$ cat src/rtl/fir_uart_pkg.sv
// Shared definitions for the UART frame controller: command codes, sync marker,
// FSM state encoding and header field positions.
package fir_uart_pkg;

    localparam logic [15:0] SYNC_WORD_DEF = 16'hA55A;

    localparam logic [3:0] CMD_LOAD   = 4'd1;
    localparam logic [3:0] CMD_STREAM = 4'd2;
    localparam logic [3:0] CMD_CLEAR  = 4'd3;

    localparam int unsigned HDR_CMD_MSB = 15;
    localparam int unsigned HDR_CMD_LSB = 12;
    localparam int unsigned HDR_LEN_MSB = 11;
    localparam int unsigned HDR_LEN_LSB = 0;

    typedef enum logic [1:0] {
        ST_IDLE,
        ST_HDR,
        ST_LOAD,
        ST_STREAM
    } state_t;

    function automatic logic [3:0] hdr_cmd(input logic [15:0] w);
        return w[HDR_CMD_MSB:HDR_CMD_LSB];
    endfunction

    function automatic logic [11:0] hdr_len(input logic [15:0] w);
        return w[HDR_LEN_MSB:HDR_LEN_LSB];
    endfunction

endpackage

$ cat src/rtl/fir_uart_ctrl_if.sv
// Word input, coefficient write port and sample valid/ready handshake of the
// frame controller. The master modport is the controller side.
interface fir_uart_ctrl_if #(
    parameter int unsigned ADDR_W = 4
);
    logic [15:0]       i_word;
    logic              i_wordval;
    logic              o_coef_we;
    logic [ADDR_W-1:0] o_coef_addr;
    logic [15:0]       o_coef_data;
    logic [15:0]       o_sample;
    logic              o_sample_val;
    logic              i_sample_rdy;

    modport master (
        input  i_word, i_wordval, i_sample_rdy,
        output o_coef_we, o_coef_addr, o_coef_data, o_sample, o_sample_val
    );

    modport slave (
        output i_word, i_wordval, i_sample_rdy,
        input  o_coef_we, o_coef_addr, o_coef_data, o_sample, o_sample_val
    );
endinterface

$ cat src/rtl/fir_ctrl_timeout.sv
// Inter-word timeout: down-counter reloaded on every word strobe and while
// disabled; expiry is flagged when it has run down to zero with no word arriving.
module fir_ctrl_timeout #(
    parameter int unsigned TIMEOUT_CLKS = 50000
) (
    input  logic i_clk,
    input  logic i_rstn,
    input  logic i_clr,
    input  logic i_en,
    output logic o_expire
);
    localparam int unsigned     CW       = $clog2(TIMEOUT_CLKS + 1);
    localparam logic [CW-1:0]   LOAD_VAL = CW'(TIMEOUT_CLKS - 1);

    logic [CW-1:0] r_cnt;

    // Reload on word or when idle, otherwise count down and stop at zero.
    always_ff @(posedge i_clk or negedge i_rstn) begin
        if (!i_rstn) begin
            r_cnt <= '0;
        end else if (i_clr || !i_en) begin
            r_cnt <= LOAD_VAL;
        end else if (r_cnt != '0) begin
            r_cnt <= r_cnt - CW'(1);
        end
    end

    // A word in the same cycle suppresses expiry; the FSM leaving its active
    // states drops i_en, so the pulse lasts one cycle.
    always_comb begin
        o_expire = i_en && !i_clr && (r_cnt == '0);
    end
endmodule

$ cat src/rtl/fir_uart_ctrl.sv
// Frame controller between the UART word assembler and the FIR core: parses
// sync/header frames, writes coefficients, forwards samples through a one-entry
// holding register and pulses the FIR clear.
module fir_uart_ctrl
    import fir_uart_pkg::*;
#(
    parameter int unsigned NUM_TAPS     = 16,
    parameter int unsigned ADDR_W       = 4,
    parameter int unsigned TIMEOUT_CLKS = 50000,
    parameter logic [15:0] SYNC_WORD    = SYNC_WORD_DEF
) (
    input  logic            i_clk,
    input  logic            i_rstn,
    fir_uart_ctrl_if.master bus,
    output logic            o_fir_clr,
    output logic            o_frame_done,
    output logic            o_busy,
    output logic            o_err_timeout,
    output logic            o_err_overflow,
    output logic            o_err_cmd
);
    state_t            r_state;
    state_t            w_state_nxt;
    logic [11:0]       r_count;
    logic [11:0]       r_len;
    logic [15:0]       r_sample;
    logic              r_sample_val;
    logic              r_ovf_frame;
    logic              r_coef_we;
    logic [ADDR_W-1:0] r_coef_addr;
    logic [15:0]       r_coef_data;
    logic              r_fir_clr;
    logic              r_frame_done;
    logic              r_err_tmo;
    logic              r_err_ovf;
    logic              r_err_cmd;

    logic [15:0]       w_word;
    logic              w_wordval;
    logic [3:0]        w_hdr_cmd;
    logic [11:0]       w_hdr_len;
    logic              w_load_len_ok;
    logic              w_last;
    logic              w_pop;
    logic              w_tmo_en;
    logic              w_expire;
    logic              w_coef_we;
    logic              w_fir_clr;
    logic              w_frame_done;
    logic              w_set_tmo;
    logic              w_set_ovf;
    logic              w_set_cmd;
    logic              w_clr_err;
    logic              w_accept;

    assign w_word        = bus.i_word;
    assign w_wordval     = bus.i_wordval;
    assign w_hdr_cmd     = hdr_cmd(w_word);
    assign w_hdr_len     = hdr_len(w_word);
    assign w_load_len_ok = (w_hdr_len != 12'd0) && (w_hdr_len <= 12'(NUM_TAPS));
    assign w_last        = (r_count == (r_len - 12'd1));
    assign w_pop         = r_sample_val && bus.i_sample_rdy;
    assign w_tmo_en      = (r_state != ST_IDLE);

    fir_ctrl_timeout #(
        .TIMEOUT_CLKS (TIMEOUT_CLKS)
    ) u_timeout (
        .i_clk    (i_clk),
        .i_rstn   (i_rstn),
        .i_clr    (w_wordval),
        .i_en     (w_tmo_en),
        .o_expire (w_expire)
    );

    // State register.
    always_ff @(posedge i_clk or negedge i_rstn) begin
        if (!i_rstn) begin
            r_state <= ST_IDLE;
        end else begin
            r_state <= w_state_nxt;
        end
    end

    // Next-state decode: words advance the frame, expiry falls back to IDLE.
    always_comb begin
        w_state_nxt = r_state;
        unique case (r_state)
            ST_IDLE: begin
                if (w_wordval && (w_word == SYNC_WORD)) begin
                    w_state_nxt = ST_HDR;
                end
            end
            ST_HDR: begin
                if (w_wordval) begin
                    if ((w_hdr_cmd == CMD_LOAD) && w_load_len_ok) begin
                        w_state_nxt = ST_LOAD;
                    end else if ((w_hdr_cmd == CMD_STREAM) && (w_hdr_len != 12'd0)) begin
                        w_state_nxt = ST_STREAM;
                    end else begin
                        w_state_nxt = ST_IDLE;
                    end
                end else if (w_expire) begin
                    w_state_nxt = ST_IDLE;
                end
            end
            ST_LOAD, ST_STREAM: begin
                if (w_wordval && w_last) begin
                    w_state_nxt = ST_IDLE;
                end else if (w_expire) begin
                    w_state_nxt = ST_IDLE;
                end
            end
            default: w_state_nxt = ST_IDLE;
        endcase
    end

    // Output decode: strobes and flag updates that get registered next edge.
    always_comb begin
        w_coef_we    = 1'b0;
        w_fir_clr    = 1'b0;
        w_frame_done = 1'b0;
        w_set_tmo    = 1'b0;
        w_set_ovf    = 1'b0;
        w_set_cmd    = 1'b0;
        w_clr_err    = 1'b0;
        w_accept     = 1'b0;
        unique case (r_state)
            ST_IDLE: begin
                w_clr_err = w_wordval && (w_word == SYNC_WORD);
            end
            ST_HDR: begin
                if (w_wordval) begin
                    case (w_hdr_cmd)
                        CMD_LOAD:   w_set_cmd = !w_load_len_ok;
                        CMD_STREAM: w_frame_done = (w_hdr_len == 12'd0);
                        CMD_CLEAR: begin
                            w_fir_clr    = 1'b1;
                            w_frame_done = 1'b1;
                        end
                        default:    w_set_cmd = 1'b1;
                    endcase
                end else begin
                    w_set_tmo = w_expire;
                end
            end
            ST_LOAD: begin
                if (w_wordval) begin
                    w_coef_we    = 1'b1;
                    w_frame_done = w_last;
                end else begin
                    w_set_tmo = w_expire;
                end
            end
            ST_STREAM: begin
                if (w_wordval) begin
                    w_accept     = !r_sample_val || w_pop;
                    w_set_ovf    = !w_accept;
                    // A drop on the final word also spoils this frame's completion.
                    w_frame_done = w_last && !r_ovf_frame && w_accept;
                end else begin
                    w_set_tmo = w_expire;
                end
            end
            default: ;
        endcase
    end

    // Registered strobes, coefficient port and sticky error flags.
    always_ff @(posedge i_clk or negedge i_rstn) begin
        if (!i_rstn) begin
            r_coef_we    <= 1'b0;
            r_coef_addr  <= '0;
            r_coef_data  <= '0;
            r_fir_clr    <= 1'b0;
            r_frame_done <= 1'b0;
            r_err_tmo    <= 1'b0;
            r_err_ovf    <= 1'b0;
            r_err_cmd    <= 1'b0;
        end else begin
            r_coef_we    <= w_coef_we;
            r_fir_clr    <= w_fir_clr;
            r_frame_done <= w_frame_done;
            if (w_coef_we) begin
                r_coef_addr <= r_count[ADDR_W-1:0];
                r_coef_data <= w_word;
            end
            if (w_clr_err) begin
                r_err_tmo <= 1'b0;
                r_err_ovf <= 1'b0;
                r_err_cmd <= 1'b0;
            end else begin
                if (w_set_tmo) r_err_tmo <= 1'b1;
                if (w_set_ovf) r_err_ovf <= 1'b1;
                if (w_set_cmd) r_err_cmd <= 1'b1;
            end
        end
    end

    // Frame length, word count and per-frame overflow tracking.
    always_ff @(posedge i_clk or negedge i_rstn) begin
        if (!i_rstn) begin
            r_count     <= '0;
            r_len       <= '0;
            r_ovf_frame <= 1'b0;
        end else if (w_wordval) begin
            if (r_state == ST_HDR) begin
                r_count     <= '0;
                r_len       <= w_hdr_len;
                r_ovf_frame <= 1'b0;
            end else if ((r_state == ST_LOAD) || (r_state == ST_STREAM)) begin
                r_count <= r_count + 12'd1;
                if (w_set_ovf) r_ovf_frame <= 1'b1;
            end
        end
    end

    // One-entry sample holding register; refill and drain may share an edge.
    always_ff @(posedge i_clk or negedge i_rstn) begin
        if (!i_rstn) begin
            r_sample     <= '0;
            r_sample_val <= 1'b0;
        end else if (w_accept) begin
            r_sample     <= w_word;
            r_sample_val <= 1'b1;
        end else if (w_pop) begin
            r_sample_val <= 1'b0;
        end
    end

    assign bus.o_coef_we    = r_coef_we;
    assign bus.o_coef_addr  = r_coef_addr;
    assign bus.o_coef_data  = r_coef_data;
    assign bus.o_sample     = r_sample;
    assign bus.o_sample_val = r_sample_val;
    assign o_fir_clr        = r_fir_clr;
    assign o_frame_done     = r_frame_done;
    assign o_busy           = (r_state != ST_IDLE) || r_sample_val;
    assign o_err_timeout    = r_err_tmo;
    assign o_err_overflow   = r_err_ovf;
    assign o_err_cmd        = r_err_cmd;
endmodule

$ cat src/flat_wrapper.sv
// flat-port wrapper written by rule: the top's interface ports become plain ports
module fir_uart_ctrl_flat import fir_uart_pkg::*;
#(
    parameter int unsigned NUM_TAPS     = 16,
    parameter int unsigned ADDR_W       = 4,
    parameter int unsigned TIMEOUT_CLKS = 50000,
    parameter logic [15:0] SYNC_WORD    = SYNC_WORD_DEF
)
  (i_clk, i_rstn, o_fir_clr, o_frame_done, o_busy, o_err_timeout, o_err_overflow, o_err_cmd, bus_i_word, bus_i_wordval, bus_i_sample_rdy, bus_o_coef_we, bus_o_coef_addr, bus_o_coef_data, bus_o_sample, bus_o_sample_val);
  fir_uart_ctrl_if #(.ADDR_W(ADDR_W)) bus_i ();
  input  logic i_clk;
  input  logic i_rstn;
  output logic o_fir_clr;
  output logic o_frame_done;
  output logic o_busy;
  output logic o_err_timeout;
  output logic o_err_overflow;
  output logic o_err_cmd;
  input wire logic [$bits(bus_i.i_word)-1:0] bus_i_word;
  input wire logic [$bits(bus_i.i_wordval)-1:0] bus_i_wordval;
  input wire logic [$bits(bus_i.i_sample_rdy)-1:0] bus_i_sample_rdy;
  output wire logic [$bits(bus_i.o_coef_we)-1:0] bus_o_coef_we;
  output wire logic [$bits(bus_i.o_coef_addr)-1:0] bus_o_coef_addr;
  output wire logic [$bits(bus_i.o_coef_data)-1:0] bus_o_coef_data;
  output wire logic [$bits(bus_i.o_sample)-1:0] bus_o_sample;
  output wire logic [$bits(bus_i.o_sample_val)-1:0] bus_o_sample_val;
  assign bus_i.i_word = bus_i_word;
  assign bus_i.i_wordval = bus_i_wordval;
  assign bus_i.i_sample_rdy = bus_i_sample_rdy;
  assign bus_o_coef_we = bus_i.o_coef_we;
  assign bus_o_coef_addr = bus_i.o_coef_addr;
  assign bus_o_coef_data = bus_i.o_coef_data;
  assign bus_o_sample = bus_i.o_sample;
  assign bus_o_sample_val = bus_i.o_sample_val;
  fir_uart_ctrl #(.NUM_TAPS(NUM_TAPS), .ADDR_W(ADDR_W), .TIMEOUT_CLKS(TIMEOUT_CLKS), .SYNC_WORD(SYNC_WORD)) u_core (.i_clk(i_clk), .i_rstn(i_rstn), .bus(bus_i), .o_fir_clr(o_fir_clr), .o_frame_done(o_frame_done), .o_busy(o_busy), .o_err_timeout(o_err_timeout), .o_err_overflow(o_err_overflow), .o_err_cmd(o_err_cmd));
endmodule
$ cat config.mk
export PLATFORM = sky130hd
export DESIGN_NAME = fir_uart_ctrl_flat
export DESIGN_NICKNAME = d
export VERILOG_FILES = /design/src/rtl/fir_uart_pkg.sv /design/src/rtl/fir_uart_ctrl_if.sv /design/src/rtl/fir_ctrl_timeout.sv /design/src/rtl/fir_uart_ctrl.sv /design/src/flat_wrapper.sv
export SDC_FILE = /design/constraint.sdc
export NUM_CORES = 1
export LEC_CHECK = 0
export ABC_AREA = 1
export CORE_MARGIN = 1
export CORE_UTILIZATION = 30
export CTS_CLUSTER_DIAMETER = 150
export DETAILED_ROUTE_END_ITERATION = 12
export PLACE_DENSITY_LB_ADDON = 0.08
export SYNTH_ARGS = -nofsm -noshare
export SYNTH_HDL_FRONTEND = slang
export SYNTH_SLANG_ARGS = --single-unit
$ cat constraint.sdc
create_clock -name i_clk -period 2.45 [get_ports i_clk]
set_clock_uncertainty 0.15 [all_clocks]
set_input_delay 0.245 -clock i_clk [delete_from_list [all_inputs] [get_ports i_clk]]
set_output_delay 0.245 -clock i_clk [all_outputs]
set_load 0.005 [all_outputs]
==> results.yml <==
setup_path:
  crit_slowest_cell: "dfrtp_1"
  max_stage_delay_ns: 0.38
  cp-start-kind: "flop"
  criticalPathCategory: "flop to flop"
  cp_max_fo: 6
  cp_common_cell: "nand2_1"
  worstPathCellList: "inv_1 -> ha_1 -> nand3_2 -> o21ai_0 -> nand2_1 -> nand2_1 -> nand2_1 -> nor2_1 -> nand3_1 -> nand2_1 -> nand2_1 -> nor2_1"
  r2r_cells: 12
  required_ns: 2.55
  endpoint_kind: "flop"
  cp.arrival_ns: 2.22
power:
  vdd_drop_max_mv: 0.538
  power_w: 0.00509
  power_leakage_nw: 2.72
  power_density_mw_per_mm2: 892
routing:
  wl_per_cell_microns: 15.4
  postRouteAntennaNets: 0
  drc: 0
  drt_first_pass_iters: 4
  drt_iter0_markers: 228
  vias: 4082
  postRouteWirelength_microns: 13200
  via_per_inst: 4.78
cells_and_area:
  final_common_cell: "nand2_1"
  fillers: 1563
  diodes: 0
  areaGrowthSynthToFinish_pct: 27.7
  post-route-util: 0.393
  nets: 688
  final_cell_mix: "nand2_1 (163), inv_1 (88), dfrtp_1 (86)"
  final_cell_area_sq_mm: 0.00571
  drive_gt1_frac: 0.0701
clocking:
  cts_hold_buf: 1
  cts_tree: "done"
  cts_max_level: 3
  clkTransAtPathRegs_ns: 0.06
  ctsResizeCount: 0
  clk-insertion-delay-late_ns: 0.34
  cts_buffer_depth: 2
  clock-root-buffer: "clkbuf_16"
  clkSinkCount: 86
  cts_setup_buffers: 0
  numCtsBuffers: 9
grt:
  grt_max_degree: 65
  antenna_found_initial: 0
  grt_pass1_wl_microns: 21100
  grtUsageTotal: 0.185
  overflow: 0
  grt_pass1_vias: 4045
logic_synthesis:
  synth_area_sq_mm: 0.00447
  synth_xor_area_frac: 0.0137
  yosys.area_share.simple: 0.294
  synth_top_family_by_area: "simple AND/OR/NAND/NOR gates"
  synth_ff_type: "dfrtp_1"
  synth-seq-cells: 86
  avgSynthCellArea_sq_um: 7.57
  syn_inst: 591
  seq_area_frac_synth: 0.481
  ys_types: 38
  synth_warnings: 0
  synthMuxAreaShare: 0
  async_reset_ff_frac: 1.00
  synth_compound_gate_area_share: 0.116
  synth_fa_ha_area_frac: 0.00839
  synth-edff-count: 0
  syn_nets: 614
sta:
  post-route-period-util: 0.868
  report.final.setup_viol: 0
  finalSetupTns_ns: 0
  fmax_ghz: 0.470
  hold_viol: 0
  worst_slack_ns: 0.324
  grt_setup_unrepaired: "no"
  fin_crit_ns: 2.13
  worst_slew_margin_rel: 0.638
  worst_pin_slew_ns: 0.542
  finalMaxSlewViolations: 0
placement:
  place_area_sq_mm: 0.00538
  port_buffers: 63
  place.detailed.hpwl_microns: 9810
  post-place-ws_ns: 0.250
  globalplace.congestion: 0.860
floorplan:
  fp.dieW_microns: 124
  fp.dieH_microns: 124
  rows: 44
  io_pins: 64
  core_region_area_sq_mm: 0.0145
  dieArea_sq_mm: 0.0154
  start_util: 0.308
hold_path:
  hp-class: "input pin to asynchronous set/reset pin"
status:
  outcome: "finished clean"
job:
  cap_violations: 0
worst paths after layout:
path,from,to,slack [ns]
worst max register to register,u_core.r_len[1]$_DFFE_PN0P_,u_core.o_frame_done$_DFF_PN0_,0.32
worst min-delay path,i_rstn,u_core.r_len[7]$_DFFE_PN0P_,0.20
min in group i_clk,u_core.u_timeout.r_cnt[7]$_DFFE_PN0N_,u_core.u_timeout.r_cnt[7]$_DFFE_PN0N_,0.32
max in group asynchronous,i_rstn,u_core.bus.o_coef_data[11]$_DFFE_PN0P_,1.30
worst max-delay path,u_core.r_len[1]$_DFFE_PN0P_,u_core.o_frame_done$_DFF_PN0_,0.32
worst min register to register,u_core.u_timeout.r_cnt[7]$_DFFE_PN0N_,u_core.u_timeout.r_cnt[7]$_DFFE_PN0N_,0.32
cell usage after synthesis, types with 5 or more instances:
library cell,n,area share
a21oi_1,18,0.020
clkbuf_1,9,0.0076
o21ai_0,66,0.074
nand4_1,14,0.020
dfrtp_1,86,0.48
nor2_1,51,0.043
inv_1,88,0.074
nor3_1,15,0.017
nand3_1,26,0.029
nor2_2,6,0.0084
nor4_1,5,0.0070
nand2_1,163,0.14
xor2_1,6,0.012
registers in the layout, summed over array words and instances (netlist names):
register                 flops
u_core.o_err_timeout         1
u_core.r_ovf_frame           1
u_core.r_len                12
u_core.o_err_overflow        1
u_core.bus.o_coef_we         1
u_core.bus.o_sample         16
u_core.r_state               2
u_core.o_frame_done          1
u_core.r_count              12
u_core.u_timeout.r_cnt      16
u_core.bus.o_coef_addr       4
u_core.bus.o_coef_data      16
u_core.bus.o_sample_val      1
u_core.o_err_cmd             1
u_core.o_fir_clr             1
routing by layer:
layer	up-vias	track usage	part of all wire
met5	-	0	0
met4	0	0.0521	0.017
met3	16	0.0568	0.049
met2	104	0.299	0.47
met1	1927	0.238	0.46
li1	2035	-	-
logic make-up after synthesis:
logic type | Yosys count
XOR/XNOR | 7
adder cells (fa/ha/maj) | 3
AO/OA/AOI/OAI | 98
buffers and inverters | 102
flip-flops | 86
AND/OR/NAND/NOR | 295
where the power goes:
group	switching [W]	total (W)	internal [W]
clock	0.000585	0.00151	0.000924
combinational	0.000900	0.00161	0.000708
sequential	0.000248	0.00197	0.00173
total	0.00173	0.00509	0.00336
metrics by stage:
step                      instances  hold slack, ns
after floorplan                 591          -0.201
after global placement          837          0.0363
after detailed placement        837          0.0326
after CTS                       854           0.217
after global routing            854           0.232
final                           854           0.202
area by class of cell:
cell class | instances | area, sq um | share of cell area
timing repair buffer | 75 | 733 | 0.128
tap | 184 | 230 | 0.0403
clock inverter | 5 | 81.3 | 0.0142
clock buffer | 11 | 243 | 0.0425
sequential | 86 | 2150 | 0.377
inverter | 90 | 338 | 0.0592
multi-input combinational | 403 | 1930 | 0.339
critical path, delay by kind of cell, from the launching register on:
family                     cells  cell delay [ns]
and+or+nand+nor                9             0.90
AOI/OAI and AO/OA              1             0.26
DFF                            1             0.38
adders and majority gates      1             0.24
buffers and inverters          1             0.10
Note: power is estimated with default switching activity, not from simulation.
